## src/rtl/uart_pkg.sv

```systemverilog
// Shared UART definitions: receiver state encoding and bit-period helper.
// Kept separate so uart_tx and uart_rx derive bit timing identically.
package uart_pkg;

    typedef enum logic [2:0] {
        ST_IDLE,
        ST_START,
        ST_DATA,
        ST_STOP,
        ST_BREAK
    } state_t;

    // Clocks per bit: the pulse width plus one, matching the transmitter.
    function automatic int calc_bit_clks(input int clk_freq, input int uart_speed);
        return clk_freq / uart_speed + 1;
    endfunction

endpackage

```

## src/rtl/uart_rx_sync.sv

```systemverilog
// Two-flop synchroniser bringing the asynchronous rx line into the clk domain.
// Both flops reset to 1 so the line reads idle straight out of reset.
module uart_rx_sync (
    input  logic clk,
    input  logic rst_n,
    input  logic rx,
    output logic rx_s
);

    logic meta;

    // Shift the raw line through two flops to settle metastability.
    always_ff @(posedge clk or negedge rst_n) begin
        if (!rst_n) begin
            meta <= 1'b1;
            rx_s <= 1'b1;
        end else begin
            meta <= rx;
            rx_s <= meta;
        end
    end

endmodule

```

## src/rtl/uart_rx.sv

```systemverilog
// UART receiver: 1 start bit, BUS_WIDTH data bits LSB first, 1 stop bit.
// Build option UART_RX_MAJORITY_EN: each bit decision becomes a 3-sample
// majority vote around the nominal sample point; the whole frame schedule is
// shifted one clock later so the vote window is centred on that point.
module uart_rx
    import uart_pkg::*;
#(
    parameter int BUS_WIDTH  = 8,
    parameter int UART_SPEED = 115200,
    parameter int CLK_FREQ   = 50000000
) (
    input  logic                 clk,
    input  logic                 rst_n,
    input  logic                 rx,
    output logic [BUS_WIDTH-1:0] data,
    output logic                 valid,
    output logic                 frame_err,
    output logic                 busy
);

    localparam int PULSE_WIDTH    = CLK_FREQ / UART_SPEED;
    localparam int BIT_CLKS       = calc_bit_clks(CLK_FREQ, UART_SPEED);
    localparam int HALF_BIT       = BIT_CLKS / 2;
    localparam int CNT_WIDTH      = $clog2(BIT_CLKS);
    localparam int DATA_CNT_WIDTH = $clog2(BUS_WIDTH);

`ifdef UART_RX_MAJORITY_EN
    localparam int SAMPLE_DELAY = 1;
`else
    localparam int SAMPLE_DELAY = 0;
`endif

    // Start bit is checked near its middle; every later decision lands one
    // full bit period after the previous one, i.e. on the last count of a bit.
    localparam logic [CNT_WIDTH-1:0] START_LAST =
        CNT_WIDTH'(HALF_BIT - 1 + SAMPLE_DELAY);
    localparam logic [CNT_WIDTH-1:0] BIT_LAST = CNT_WIDTH'(PULSE_WIDTH);
    localparam logic [DATA_CNT_WIDTH-1:0] DATA_LAST = DATA_CNT_WIDTH'(BUS_WIDTH - 1);

    logic                      rx_s;
    logic                      sample;
    state_t                    state;
    logic [CNT_WIDTH-1:0]      cnt;
    logic [DATA_CNT_WIDTH-1:0] data_cnt;
    logic [BUS_WIDTH-1:0]      shift;

    uart_rx_sync u_sync (
        .clk   (clk),
        .rst_n (rst_n),
        .rx    (rx),
        .rx_s  (rx_s)
    );

`ifdef UART_RX_MAJORITY_EN
    logic [1:0] hist;

    // Keep the two previous synchronised samples for the 3-way vote.
    always_ff @(posedge clk or negedge rst_n) begin
        if (!rst_n) begin
            hist <= 2'b11;
        end else begin
            hist <= {hist[0], rx_s};
        end
    end

    assign sample = (hist[1] & hist[0]) | (hist[1] & rx_s) | (hist[0] & rx_s);
`else
    assign sample = rx_s;
`endif

    // Frame FSM with bit counter, shift register and registered outputs.
    always_ff @(posedge clk or negedge rst_n) begin
        if (!rst_n) begin
            state     <= ST_IDLE;
            cnt       <= '0;
            data_cnt  <= '0;
            shift     <= '0;
            data      <= '0;
            valid     <= 1'b0;
            frame_err <= 1'b0;
            busy      <= 1'b0;
        end else begin
            valid     <= 1'b0;
            frame_err <= 1'b0;
            case (state)
                ST_IDLE: begin
                    if (!rx_s) begin
                        state <= ST_START;
                        cnt   <= '0;
                        busy  <= 1'b1;
                    end
                end
                ST_START: begin
                    if (cnt == START_LAST) begin
                        cnt <= '0;
                        if (sample) begin
                            state <= ST_IDLE;
                            busy  <= 1'b0;
                        end else begin
                            state    <= ST_DATA;
                            data_cnt <= '0;
                        end
                    end else begin
                        cnt <= cnt + 1'b1;
                    end
                end
                ST_DATA: begin
                    if (cnt == BIT_LAST) begin
                        cnt             <= '0;
                        shift[data_cnt] <= sample;
                        if (data_cnt == DATA_LAST) begin
                            state <= ST_STOP;
                        end else begin
                            data_cnt <= data_cnt + 1'b1;
                        end
                    end else begin
                        cnt <= cnt + 1'b1;
                    end
                end
                ST_STOP: begin
                    if (cnt == BIT_LAST) begin
                        cnt <= '0;
                        if (sample) begin
                            data  <= shift;
                            valid <= 1'b1;
                            state <= ST_IDLE;
                            busy  <= 1'b0;
                        end else begin
                            frame_err <= 1'b1;
                            state     <= ST_BREAK;
                        end
                    end else begin
                        cnt <= cnt + 1'b1;
                    end
                end
                ST_BREAK: begin
                    if (rx_s) begin
                        state <= ST_IDLE;
                        cnt   <= '0;
                        busy  <= 1'b0;
                    end
                end
                default: begin
                    state <= ST_IDLE;
                    cnt   <= '0;
                    busy  <= 1'b0;
                end
            endcase
        end
    end

endmodule
```

## config.mk

```make
export PLATFORM = sky130hd
export DESIGN_NAME = uart_rx
export DESIGN_NICKNAME = d
export VERILOG_FILES = /design/src/rtl/uart_pkg.sv /design/src/rtl/uart_rx_sync.sv /design/src/rtl/uart_rx.sv
export SDC_FILE = /design/constraint.sdc
export NUM_CORES = 1
export LEC_CHECK = 0
export CAP_MARGIN = 0
export CELL_PAD_IN_SITES_DETAIL_PLACEMENT = 1
export CELL_PAD_IN_SITES_GLOBAL_PLACEMENT = 2
export CORE_MARGIN = 2
export CORE_UTILIZATION = 41
export DETAILED_ROUTE_END_ITERATION = 10
export PLACE_DENSITY_LB_ADDON = 0.1
export SYNTH_ARGS = -nofsm -noshare
export SYNTH_HDL_FRONTEND = slang
export SYNTH_SLANG_ARGS = --single-unit
```

## constraint.sdc

```tcl
create_clock -name clk -period 4.06 [get_ports clk]
set_input_delay 1.218 -clock clk [delete_from_list [all_inputs] [get_ports clk]]
set_output_delay 1.218 -clock clk [all_outputs]
set_load 0.05 [all_outputs]
```

After elaboration in Yosys (flattened, before gate mapping):

Index checks and enable logic that the tools add are counted.

* muxes and demuxes: 33
* bitwise logic cells: 1
* add/sub/neg operators: 2
* equal/unequal tests: 15
* $lt $le $gt $ge: 2
* reduce and logical (&&, ||, !) cells: 10

Operators by type and width (number)
* $mux 9: 4
* $pmux 9 s4: 1
* $mux 3: 11
* $pmux 3 s5: 1
* $ne 2x2->1 const B: 7
* $mux 1: 11
* $add 9x1->9 const B: 1
* $eq 9x8->1 const B: 1
* $eq 9x9->1 const B: 1
* $bwmux 8: 1
* $eq 3x2->1 const B: 2
* $eq 3x3->1 const B: 2
* $pmux 3 s2: 1
* $reduce_and 6->1: 1
* $pmux 1 s5: 1
* $reduce_and 5->1: 1
* $lt 3x4->1 const B: 1
* $reduce_and 2->1: 2
* $reduce_and 4->1: 1
* $add 3x1->3 const B: 1
* $demux 1 s3: 1
* $eq 3x1->1 const B: 1
* $ge 3x1->1 const B: 1
* $logic_not 3->1: 1
* 7 further kinds: 7

* register bits after elaboration: 36
* input bits: 3

Depth between registers and ports, before layout:

Gate-level depths: netlist of run 1.

* depth after elaboration: 5
* mapped depth: 8
* depth with buffers taken out: 6

By module:

From an unflattened synthesis of run 1, not the netlist that was laid out.

* cell total of the unflattened synthesis: 174
* area total of the unflattened synthesis: 1825.5 µm²

By module, submodules not included
* uart_rx: times used 1, area each 1773.0 µm², cells each 172, seq. area each 850.8 µm²
* uart_rx_sync: times used 1, area each 52.6 µm², cells each 2, seq. area each 52.6 µm²

Worst setup path after synthesis of run 1:

Ideal clock, no wire load.

* kind: flip-flop to flip-flop
* start point: register data_cnt[1]
* end point: register data_cnt[0]
* period minus slack after synthesis: 1935 ps
* arrival time: 1807 ps
* path buffers: 0
* setup time: 128 ps
* cell stages (with the launch flop): 7
* required time: 3932 ps
* setup slack: 2125 ps
* path through: dfrtp_1 ha_1 ha_1 or3b_2 a21oi_1 o211ai_1 mux2_1

* cells in the longest elaborated chain, start to end: 3

RTL lines
* from (decl): line uart_rx.sv:44 `logic [DATA_CNT_WIDTH-1:0] data_cnt;`
* from (signal assigned): line uart_rx.sv:114 `data_cnt <= data_cnt + 1'b1;`
* $eq 3x3->1: line uart_rx.sv:111 `if (data_cnt == DATA_LAST) begin`
* $ne 2x2->1 (no source line)
* $reduce_and 5->1 (no source line)

Every way passes these cells.
A chain may end at the register's enable or synchronous reset.

Final worst setup path of run 1:

* start point: register busy
* end point: output port busy

RTL lines
* from (decl): line uart_rx.sv:18 `output logic busy`
* from (signal assigned): line uart_rx.sv:81 `busy <= 1'b0;`
* from (signal assigned): line uart_rx.sv:90 `busy <= 1'b1;`
* from (signal assigned): line uart_rx.sv:98 `busy <= 1'b0;`

No word-level cell between the ends.

==> run metrics, run 1 <==
CTS max path bufs=2; leading cell type in the layout, fill and taps excluded=sky130_fd_sc_hd__dfrtp_1; count of input and output buffers=13; setup fix buffers added after clock tree synthesis=0; clock input transition at the sequential cells of the worst setup and hold paths=70 ps; count of yosys warnings during synthesis=0; Initial Utilization=43.31%; iteration count of the initial detailed-routing pass=4; net switching fraction of the power=20.80%; worst setup skew after layout=6.118 ps; vias post-DR=1353; number of levels in the clock H-tree=2; Crit path arrival time=1510 ps; clock latency on the worst-skew pair=300 ps; internal power=0.5451 mW; DIE WIDTH=72.29 um; leakage power=0.9099 nW; CTS tree=yes; first-pass GRT wire length=7245 um; global-route usage over all layers=18.49%; number of cell rows=24; Final #Nets=191; crit share post-route=67.26%; Final Instance Count excl. Fillers=236; crit end category=output pin; number of global-route vias before repair=1432; transition at the pin with the smallest max-transition slack=841.3 ps; net count after synthesis=182; final setup violation count=0; post-synth design cell area=1912 um^2; number of gates resized after CTS=0; power share of the combinational group=1.6%; net switching power figure=0.1432 mW; Fmax=366.2 MHz; number of flops mapped to enable cells by yosys=0; antenna violations before repair=0; full die area=5225 um^2; Post-Place Cells=228; total buffers and inverters traversed by the critical path=1; Max transition margin=43.91%; number of hold buffers added after CTS=0; number of failing hold endpoints at the final stage=0; start-to-end type of the worst setup path=register to output pin; part of the Yosys area used for sequential elements=47.25%; sequence of cells on the critical path=clkdlybuf4s50_1; mean post-synth cell area=10.99 um^2; max-slew violation count=0; final weighted congestion in routability-driven placement=0.7794; remaining routing DRC violations=0; number of distinct library cells after synthesis=48; Pwr per Cell Area=322.2 nW/um^2; async set-or-reset flop fraction in the synthesized netlist=100.0%; path category of the worst min-delay check=register to register; CTS Root Buffer Type=sky130_fd_sc_hd__clkbuf_8; RSZ-0062 raised after global routing=no; Max FO, Critical Path=5; time the worst path needs with I/O delays and setup=2731 ps; Layout Area Growth over Synthesis=11.71%; number of buffers created by CTS=5; result of the run=completed; family with the most delay on the worst path=buffers and inverters; share of total power in the clock network=45.7%; count of state elements after synthesis=36; sequential power share=52.7%; antenna fix cells=0; placeable core area=4414 um^2; data required time at the worst endpoint=2840 ps; summed negative setup slack over all endpoints=0 ps; Slowest cell on crit path=sky130_fd_sc_hd__clkdlybuf4s50_1; maximum number of pins on one net before global-route repair=37; worst-case register-to-register setup slack=1910 ps; # Max-Cap Violations=0; HPWL after DPL=2923 um; Syn Inst Count=174; fraction of final layout cells with drive strength greater than 1=17.93%; total detailed-routing wirelength=4092 um; Slowest Stage Delay on Critical Path=820 ps; DR WL/cell=17.34 um; height of the die=72.29 um; main flop type after synthesis=sky130_fd_sc_hd__dfrtp_1; type of element launching the critical path=register; largest voltage drop on the vdd net=0.1976 mV; antenna-violating nets left=0; detailed-route vias per instance=5.733; DR iter-0 viols=48; Design Power=0.6882 mW; leftover overflow at the end of global routing=0; TritonCTS Sinks=36; I/O Pins=14; leading cell types in the layout, fill and taps excluded=sky130_fd_sc_hd__dfrtp_1, sky130_fd_sc_hd__nand2_1, sky130_fd_sc_hd__clkdlybuf4s50_1, sky130_fd_sc_hd__mux2_4; Finished Core Util=48.38%
==> power by group through the flow <==
stage | sequential, mW | combinational (mW) | clock, mW
detailed placement | 0.370 | 0.0122 | 0
floorplan | 0.368 | 0.00371 | 0
global placement | 0.370 | 0.0117 | 0
global route | 0.363 | 0.0131 | 0.333
finish | 0.363 | 0.0112 | 0.314
CTS | 0.363 | 0.0122 | 0.321
==> sequential cells by signal (all words and copies together), names as in the netlist <==
signal	count
busy	1
cnt	9
data	8
data_cnt	3
frame_err	1
shift	8
state	3
u_sync.meta	1
u_sync.rx_s	1
valid	1
==> cell families (layout without fill, tap and decap cells) <==
| kind of cell | after synthesis | count (layout) | synth area share (%) |
|---|---|---|---|
| AND/OR/NAND/NOR | 61 | 61 | 18.91 |
| AO/OA/AOI/OAI | 37 | 37 | 13.22 |
| flip-flops | 36 | 36 | 47.25 |
| multiplexers | 18 | 18 | 12.04 |
| buffers and inverters | 16 | 26 | 4.843 |
| adder cells (fa/ha/maj) | 5 | 5 | 3.272 |
| XOR/XNOR | 1 | 1 | 0.4582 |
==> path summary, 6_finish.rpt <==
kind                              from           to  cells past startpoint
hold / removal             u_sync.meta  u_sync.rx_s                      0
setup reg to reg                cnt[0]       cnt[3]                      6
setup / recovery                  busy         busy                      1
min in group asynchronous        rst_n         busy                      1
hold reg to reg            u_sync.meta  u_sync.rx_s                      0
max in group asynchronous        rst_n     shift[2]                      1
==> per-stage QoR <==
stage               hold slack (ps)  setup slack (ps)  cell area (um^2)
finish                        358.6              1329              2136
global placement              347.1              1656              2028
global route                  363.4              1272              2136
CTS                           360.5              1308              2136
floorplan                     345.2              2125              1912
detailed placement            350.0              1639              2028
==> layout make-up <==
type | instances | area, um^2
Clock inverter | 2 | 35.03
Inverter | 5 | 18.77
Sequential cell | 36 | 903.4
Tap cell | 52 | 65.06
Multi-Input combinational cell | 122 | 915.9
Timing Repair Buffer | 13 | 125.1
Clock buffer | 6 | 72.57
Fill cell | 490 | 2278
==> cell usage after synthesis (2+ instances only) <==
master                     number  share of area, %
sky130_fd_sc_hd__mux2_4         8               6.3
sky130_fd_sc_hd__nor2_1         7               1.4
sky130_fd_sc_hd__ha_1           5               3.3
sky130_fd_sc_hd__dfstp_2        2               2.7
sky130_fd_sc_hd__buf_2          4               1.0
sky130_fd_sc_hd__dfrtp_1       34                45
sky130_fd_sc_hd__nand4_1        4               1.3
sky130_fd_sc_hd__and4_1         2              0.92
sky130_fd_sc_hd__o221ai_1       2              0.92
sky130_fd_sc_hd__a31oi_1        2              0.65
sky130_fd_sc_hd__nand2b_1       3              0.98
sky130_fd_sc_hd__o211ai_1       7               2.7
sky130_fd_sc_hd__nor3b_1        3               1.2
sky130_fd_sc_hd__o21ai_1        7               1.8
sky130_fd_sc_hd__inv_1          5              0.98
sky130_fd_sc_hd__o31ai_1        3               1.2
sky130_fd_sc_hd__nor3_1         4               1.0
sky130_fd_sc_hd__mux2i_1        2               1.0
sky130_fd_sc_hd__and2_1         2              0.65
sky130_fd_sc_hd__nor2b_1        2              0.65
sky130_fd_sc_hd__nand3_1        6               1.6
sky130_fd_sc_hd__nand2_1       18               3.5
sky130_fd_sc_hd__or3b_2         2              0.92
sky130_fd_sc_hd__clkbuf_1       3              0.59
sky130_fd_sc_hd__a21oi_1        5               1.3
sky130_fd_sc_hd__mux2_2         7               4.1
sky130_fd_sc_hd__o21ai_0        4               1.0
==> metal layers <==
metal	GRT usage [%]	vias up	wire, um
met5	0	-	0
met4	7.966	0	87
met3	5.139	10	116
met2	28.64	17	1998
met1	24.29	676	1890
li1	-	650	-
Power figures use the tool's default switching activity.
==> run 2: changes to the inputs <==
CORE_UTILIZATION = 38   (was 41)
clock period = 2.76 ns   (was 4.06 ns; I/O delays follow)
==> run 2 against run 1 <==
  * Critical path depth is the same
  * Non-clock buffer count grew 1
  * Clock-buffer cell count grew 1
  * Core utilization shrank 3.5 points
  * Largest cell class unchanged
  * Register-to-register slack lost 1300 ps
==> run metrics, run 2 (synthesis results as in run 1) <==
I/O Pins=14 (unchanged); worst slack at placement=625.4 ps (was 1639 ps); final weighted congestion in routability-driven placement=0.7604 (was 0.7794); Max FO, Critical Path=5 (unchanged); CTS tree=yes (unchanged); leading cell type in the layout, fill and taps excluded=sky130_fd_sc_hd__dfrtp_1 (unchanged); height of the die=74.93 um (was 72.29 um); iteration count of the initial detailed-routing pass=4 (unchanged); Final #Nets=192 (was 191); TritonCTS Sinks=36 (unchanged); filler cell count=529 (was 490); count of input and output buffers=13 (unchanged); DR WL/cell=16.45 um (was 17.34 um); first-pass GRT wire length=7079 um (was 7245 um); worst setup skew after layout=7.906 ps (was 6.118 ps); number of hold buffers added after CTS=0 (unchanged); sequence of cells on the critical path=clkdlybuf4s50_1 (unchanged); crit end category=output pin (unchanged); detailed-route vias per instance=5.393 (was 5.733); HPWL after DPL=2969 um (was 2923 um); data required time at the worst endpoint=1930 ps (was 2840 ps); fraction of final layout cells with drive strength greater than 1=18.38% (was 17.93%); count of cells along the worst register-to-register path=6 (unchanged); number of levels in the clock H-tree=2 (unchanged); setup fix buffers added after clock tree synthesis=0 (unchanged); leading cell types in the layout, fill and taps excluded=sky130_fd_sc_hd__dfrtp_1, sky130_fd_sc_hd__nand2_1, sky130_fd_sc_hd__clkdlybuf4s50_1, sky130_fd_sc_hd__mux2_4 (unchanged); Max transition margin=46.23% (was 43.91%); Finished Core Util=44.89% (was 48.38%); remaining routing DRC violations=0 (unchanged); summed negative setup slack over all endpoints=0 ps (unchanged); vias post-DR=1359 (was 1353); total detailed-routing wirelength=4145 um (was 4092 um); DIE WIDTH=74.93 um (was 72.29 um); # Max-Cap Violations=0 (unchanged); worst hold stages=0 (unchanged); CTS max path bufs=2 (unchanged); number of cell rows=25 (was 24); clock input transition at the sequential cells of the worst setup and hold paths=70 ps (about the same); Slowest Stage Delay on Critical Path=820 ps (about the same); global-route usage over all layers=16.90% (was 18.49%); number of global-route vias before repair=1405 (was 1432); result of the run=completed (unchanged); Top reg by flops=cnt (unchanged); worst hold-check slack=358.6 ps (about the same); Slowest cell on crit path=sky130_fd_sc_hd__clkdlybuf4s50_1 (unchanged); antenna violations before repair=0 (unchanged); clock latency on the worst-skew pair=290 ps (was 300 ps); leftover overflow at the end of global routing=0 (unchanged); area occupied by multi-input gates=915.9 um^2 (unchanged); Layout Area Growth over Synthesis=12.37% (was 11.71%); type of element launching the critical path=register (unchanged); maximum number of pins on one net before global-route repair=37 (unchanged); CTS Root Buffer Type=sky130_fd_sc_hd__clkbuf_8 (unchanged); number of gates resized after CTS=0 (unchanged); leakage power=0.9046 nW (was 0.9099 nW); total buffers and inverters traversed by the critical path=1 (unchanged); max reg flops=9 (unchanged); placeable core area=4786 um^2 (was 4414 um^2); RSZ-0062 raised after global routing=no (unchanged); Fmax=427.8 MHz; family with the most delay on the worst path=buffers and inverters (unchanged); final setup violation count=0 (unchanged); path category of the worst min-delay check=register to register (unchanged); post-route worst setup slack=422.4 ps (was 1329 ps); area used by sequential logic in the layout=903.4 um^2 (unchanged); antenna fix cells=0 (unchanged); number of buffers created by CTS=5 (unchanged); total stage count of the critical path=1 (unchanged); time the worst path needs with I/O delays and setup=2338 ps; Pwr per Cell Area=439.3 nW/um^2 (was 322.2 nW/um^2); Initial Utilization=39.95% (was 43.31%); max-slew violation count=0 (unchanged); number of failing hold endpoints at the final stage=0 (unchanged); start-to-end type of the worst setup path=register to output pin (unchanged); DR iter-0 viols=43 (was 48); Top Registers=cnt: 9 flops, data: 8 flops, shift: 8 flops (unchanged); largest voltage drop on the vdd net=0.2462 mV (was 0.1976 mV); crit share post-route=84.70%; antenna-violating nets left=0 (unchanged); Crit path arrival time=1510 ps (about the same); full die area=5615 um^2 (was 5225 um^2); transition at the pin with the smallest max-transition slack=806.5 ps (was 841.3 ps)
## run 2: cell count changes in the layout (fill, tap and decap cells not counted), sizes merged
cell      change
buf           +1
bufinv        -1
clkbuf        +1
clkinv        -1
clkinvlp      +1
## run 2: power by group
group | switching, mW | internal [mW] | total [mW] | leakage (nW)
clock | 0.191 | 0.203 | 0.393 | 0.0445
sequential | 0.00349 | 0.530 | 0.533 | 0.476
combinational | 0.0131 | 0.00378 | 0.0169 | 0.384
total | 0.207 | 0.737 | 0.944 | 0.905
## run 2: worst paths after layout
| check | slack [ps] | end | start |
|---|---|---|---|
| max | 420 | busy | busy |
| max in group asynchronous | 1620 | data_cnt[1] | rst_n |
| min | 360 | u_sync.rx_s | u_sync.meta |
| min in group asynchronous | 620 | state[1] | rst_n |
| min reg2reg | 360 | u_sync.rx_s | u_sync.meta |
| max reg2reg | 640 | cnt[4] | cnt[0] |
## run 2: area by class of cell
cell class                      instances  area share (%)
Sequential cell                        36           42.05
Inverter                                5          0.8736
Multi-Input combinational cell        122           42.63
Clock inverter                          1          0.3494
Tap cell                               67           3.902
Timing Repair Buffer                   14           6.174
Clock buffer                            7           4.019
## run 2: metrics by stage
stage	instances	power (mW)	area (um^2)
floorplan	174	0.5466	1912
global placement	244	0.5612	2054
detailed placement	244	0.5620	2054
CTS	252	0.9581	2148
global route	252	0.9796	2148
finish	252	0.9438	2148
## run 2: routing by layer
layer / GRT usage, % / vias to the layer above / share of wire, %
met5: 0 / - / 0
met4: 5.556 / 0 / 1.3
met3: 4.150 / 6 / 2.5
met2: 24.95 / 15 / 46
met1: 24.37 / 682 / 50
li1: - / 656 / -
## run 2: worst reg2reg max path, delay by kind of cell, from the launching register on
family	cells	cell delay, ps
adders and majority gates	1	160
buffers and inverters	1	120
and+or+nand+nor	2	820
AOI/OAI and AO/OA	2	490
DFF	1	400
==> run 3: changes to the inputs <==
CORE_UTILIZATION = 35   (was 38)
clock period = 2 ns   (was 2.76 ns; I/O delays follow)
==> run 3 against run 2 <==
  * Routed wire length is 6.3% higher
  * Worst hold slack barely moved
  * Clock-buffer cell count unchanged
  * Flip-flop and latch count unchanged
  * Clock power rose by 42%
  * Critical path type is now register to register
==> run metrics, run 3 (synthesis results as in run 1) <==
HPWL after DPL=3157 um (was 2969 um); Layout Area Growth over Synthesis=21.47% (was 12.37%); number of cell rows=26 (was 25); count of cells along the worst register-to-register path=6 (unchanged); sequence of cells on the critical path=ha_2 > ha_2 > or3b_2 > a21oi_2 > o211ai_1 > mux2_1 (was clkdlybuf4s50_1); worst setup skew after layout=10.49 ps (was 7.906 ps); Post-Place Cells=263 (was 244); count of input and output buffers=13 (unchanged); DR WL/cell=16.26 um (was 16.45 um); area used by sequential logic in the layout=903.4 um^2 (unchanged); Fmax=513.0 MHz; data required time at the worst endpoint=2170 ps (was 1930 ps); CTS tree=yes (unchanged); first-pass GRT wire length=7355 um (was 7079 um); sink of the worst hold path=u_sync.rx_s (unchanged); height of the die=77.91 um (was 74.93 um); leftover overflow at the end of global routing=0 (unchanged); type of element launching the critical path=register (unchanged); CTS max path bufs=2 (unchanged); startpoint of the worst hold path=u_sync.meta (unchanged); vias post-DR=1447 (was 1359); antenna-violating nets left=0 (unchanged); path category of the worst min-delay check=register to register (unchanged); Slowest Stage Delay on Critical Path=450 ps (was 820 ps); filler cell count=585 (was 529); total detailed-routing wirelength=4407 um (was 4145 um); area occupied by multi-input gates=953.4 um^2 (was 915.9 um^2); time the worst path needs with I/O delays and setup=1949 ps; worst hold stages=0 (unchanged); Final Instance Count excl. Fillers=271 (was 252); Final #Nets=209 (was 192); start-to-end type of the worst setup path=register to register (was register to output pin); Top Registers=cnt: 9 flops, data: 8 flops, shift: 8 flops (unchanged); Top reg by flops=cnt (unchanged); iteration count of the initial detailed-routing pass=4 (unchanged); result of the run=completed (unchanged); largest voltage drop on the vdd net=0.2162 mV (was 0.2462 mV); final weighted congestion in routability-driven placement=0.8106 (was 0.7604); leakage power=1.023 nW (was 0.9046 nW); max reg flops=9 (unchanged); Crit path arrival time=2120 ps (was 1510 ps); # Max-Cap Violations=0 (unchanged); RR Endpoint=data_cnt[0] (was cnt[4]); fraction of final layout cells with drive strength greater than 1=34.83% (was 18.38%); clock input transition at the sequential cells of the worst setup and hold paths=70 ps (about the same); transition at the pin with the smallest max-transition slack=419.3 ps (was 806.5 ps); Slowest cell on crit path=sky130_fd_sc_hd__or3b_2 (was sky130_fd_sc_hd__clkdlybuf4s50_1); number of levels in the clock H-tree=2 (unchanged); number of failing hold endpoints at the final stage=0 (unchanged); remaining routing DRC violations=0 (unchanged); worst-case register-to-register setup slack=50 ps (was 640 ps); final setup violation count=0 (unchanged); CTS Root Buffer Type=sky130_fd_sc_hd__clkbuf_8 (unchanged); DR iter-0 viols=30 (was 43); worst slack at placement=-31.35 ps (was 625.4 ps); DIE WIDTH=77.91 um (was 74.93 um); launch instance of the worst register-to-register path=data_cnt[0] (was cnt[0]); crit share post-route=97.47%; detailed-route vias per instance=5.339 (was 5.393); Finished Core Util=44.62% (was 44.89%); number of global-route vias before repair=1522 (was 1405); number of buffers created by CTS=5 (unchanged); antenna fix cells=0 (unchanged); worst hold-check slack=359.0 ps (was 358.6 ps); max-slew violation count=0 (unchanged); maximum number of pins on one net before global-route repair=37 (unchanged); post-route worst setup slack=50.56 ps (was 422.4 ps); Initial Utilization=36.73% (was 39.95%); I/O Pins=14 (unchanged); TritonCTS Sinks=36 (unchanged); full die area=6069 um^2 (was 5615 um^2); summed negative setup slack over all endpoints=0 ps (unchanged); crit end category=register (was output pin); leading cell type in the layout, fill and taps excluded=sky130_fd_sc_hd__dfrtp_1 (unchanged); leading cell types in the layout, fill and taps excluded=sky130_fd_sc_hd__dfrtp_1, sky130_fd_sc_hd__buf_4, sky130_fd_sc_hd__nand2_1, sky130_fd_sc_hd__mux2_4 (was sky130_fd_sc_hd__dfrtp_1, sky130_fd_sc_hd__nand2_1, sky130_fd_sc_hd__clkdlybuf4s50_1, sky130_fd_sc_hd__mux2_4); clock latency on the worst-skew pair=290 ps (about the same); Max transition margin=72.05% (was 46.23%); global-route usage over all layers=15.71% (was 16.90%); Max FO, Critical Path=2 (was 5); Pwr per Cell Area=570.1 nW/um^2 (was 439.3 nW/um^2); Worst path most repeated cell=sky130_fd_sc_hd__ha_2; antenna violations before repair=0 (unchanged); placeable core area=5205 um^2 (was 4786 um^2); RSZ-0062 raised after global routing=yes (was no)
==> run 3: changes by cell type in the layout (fill, tap and decap cells not counted), moves of 2 or more <==
cell                              delta
sky130_fd_sc_hd__ha_1                -3
sky130_fd_sc_hd__clkdlybuf4s50_1    -10
sky130_fd_sc_hd__ha_2                +3
sky130_fd_sc_hd__buf_12              +2
sky130_fd_sc_hd__buf_4              +26
==> run 3: power by group <==
part | internal, mW | total (mW) | leakage [nW] | switching (mW)
clock network | 0.307 | 0.557 | 0.0503 | 0.251
logic | 0.0106 | 0.0301 | 0.497 | 0.0195
registers | 0.732 | 0.736 | 0.476 | 0.00475
==> run 3: how the worst max path moves through the flow <==
stage                            from     endpoint  slack, ps  cells after the start
after floorplan           data_cnt[1]  data_cnt[0]         60                      6
after global placement    data_cnt[0]  data_cnt[0]          4                      6
after detailed placement  data_cnt[0]  data_cnt[0]        -30                      6
after CTS                      cnt[0]     shift[5]          8                      6
after global routing           cnt[1]  data_cnt[0]         -7                      7
final                     data_cnt[0]  data_cnt[0]         50                      6
==> run 3: final cells by class <==
cell class                      count  share of cell area (%)
Clock buffer                        7                   4.149
Timing Repair Buffer               31                   11.31
Inverter                            5                  0.8082
Tap cell                           70                   3.772
Sequential cell                    36                   38.90
Multi-Input combinational cell    122                   41.06
==> run 3: timing repair <==
| item | in CTS | in global routing |
|---|---|---|
| setup buffers | 1 | 0 |
| hold buffers | 0 | 0 |
| pin swaps | 1 | 3 |
| gates resized for setup | 4 | 7 |
| endpoints found under the setup margin | 3 | 18 |
| hold endpoints to repair | 0 | 0 |
==> run 3: metrics by stage <==
step	cell area [um^2]	power, mW
6_report	2322	1.324
5_1_grt	2322	1.390
4_1_cts	2297	1.349
3_5_place_dp	2181	0.7814
3_3_place_gp	2181	0.7802
2_1_floorplan	1912	0.7543
==> run 3: routing by layer <==
layer	vias to the layer above	wire length (um)	track usage, %	part of all wire, %
met5	-	0	0	0
met3	11	138	3.605	3.1
met4	0	102	7.193	2.3
li1	683	-	-	-
met1	727	2012	19.28	46
met2	26	2154	26.21	49
==> run 3: worst max-delay path: cells and delay by family, from the launching register on <==
| family | cells | cell delay [ps] |
|---|---|---|
| and+or+nand+nor | 1 | 450 |
| adders and majority gates | 2 | 380 |
| AOI/OAI and AO/OA | 2 | 270 |
| DFF | 1 | 400 |
| muxes | 1 | 320 |
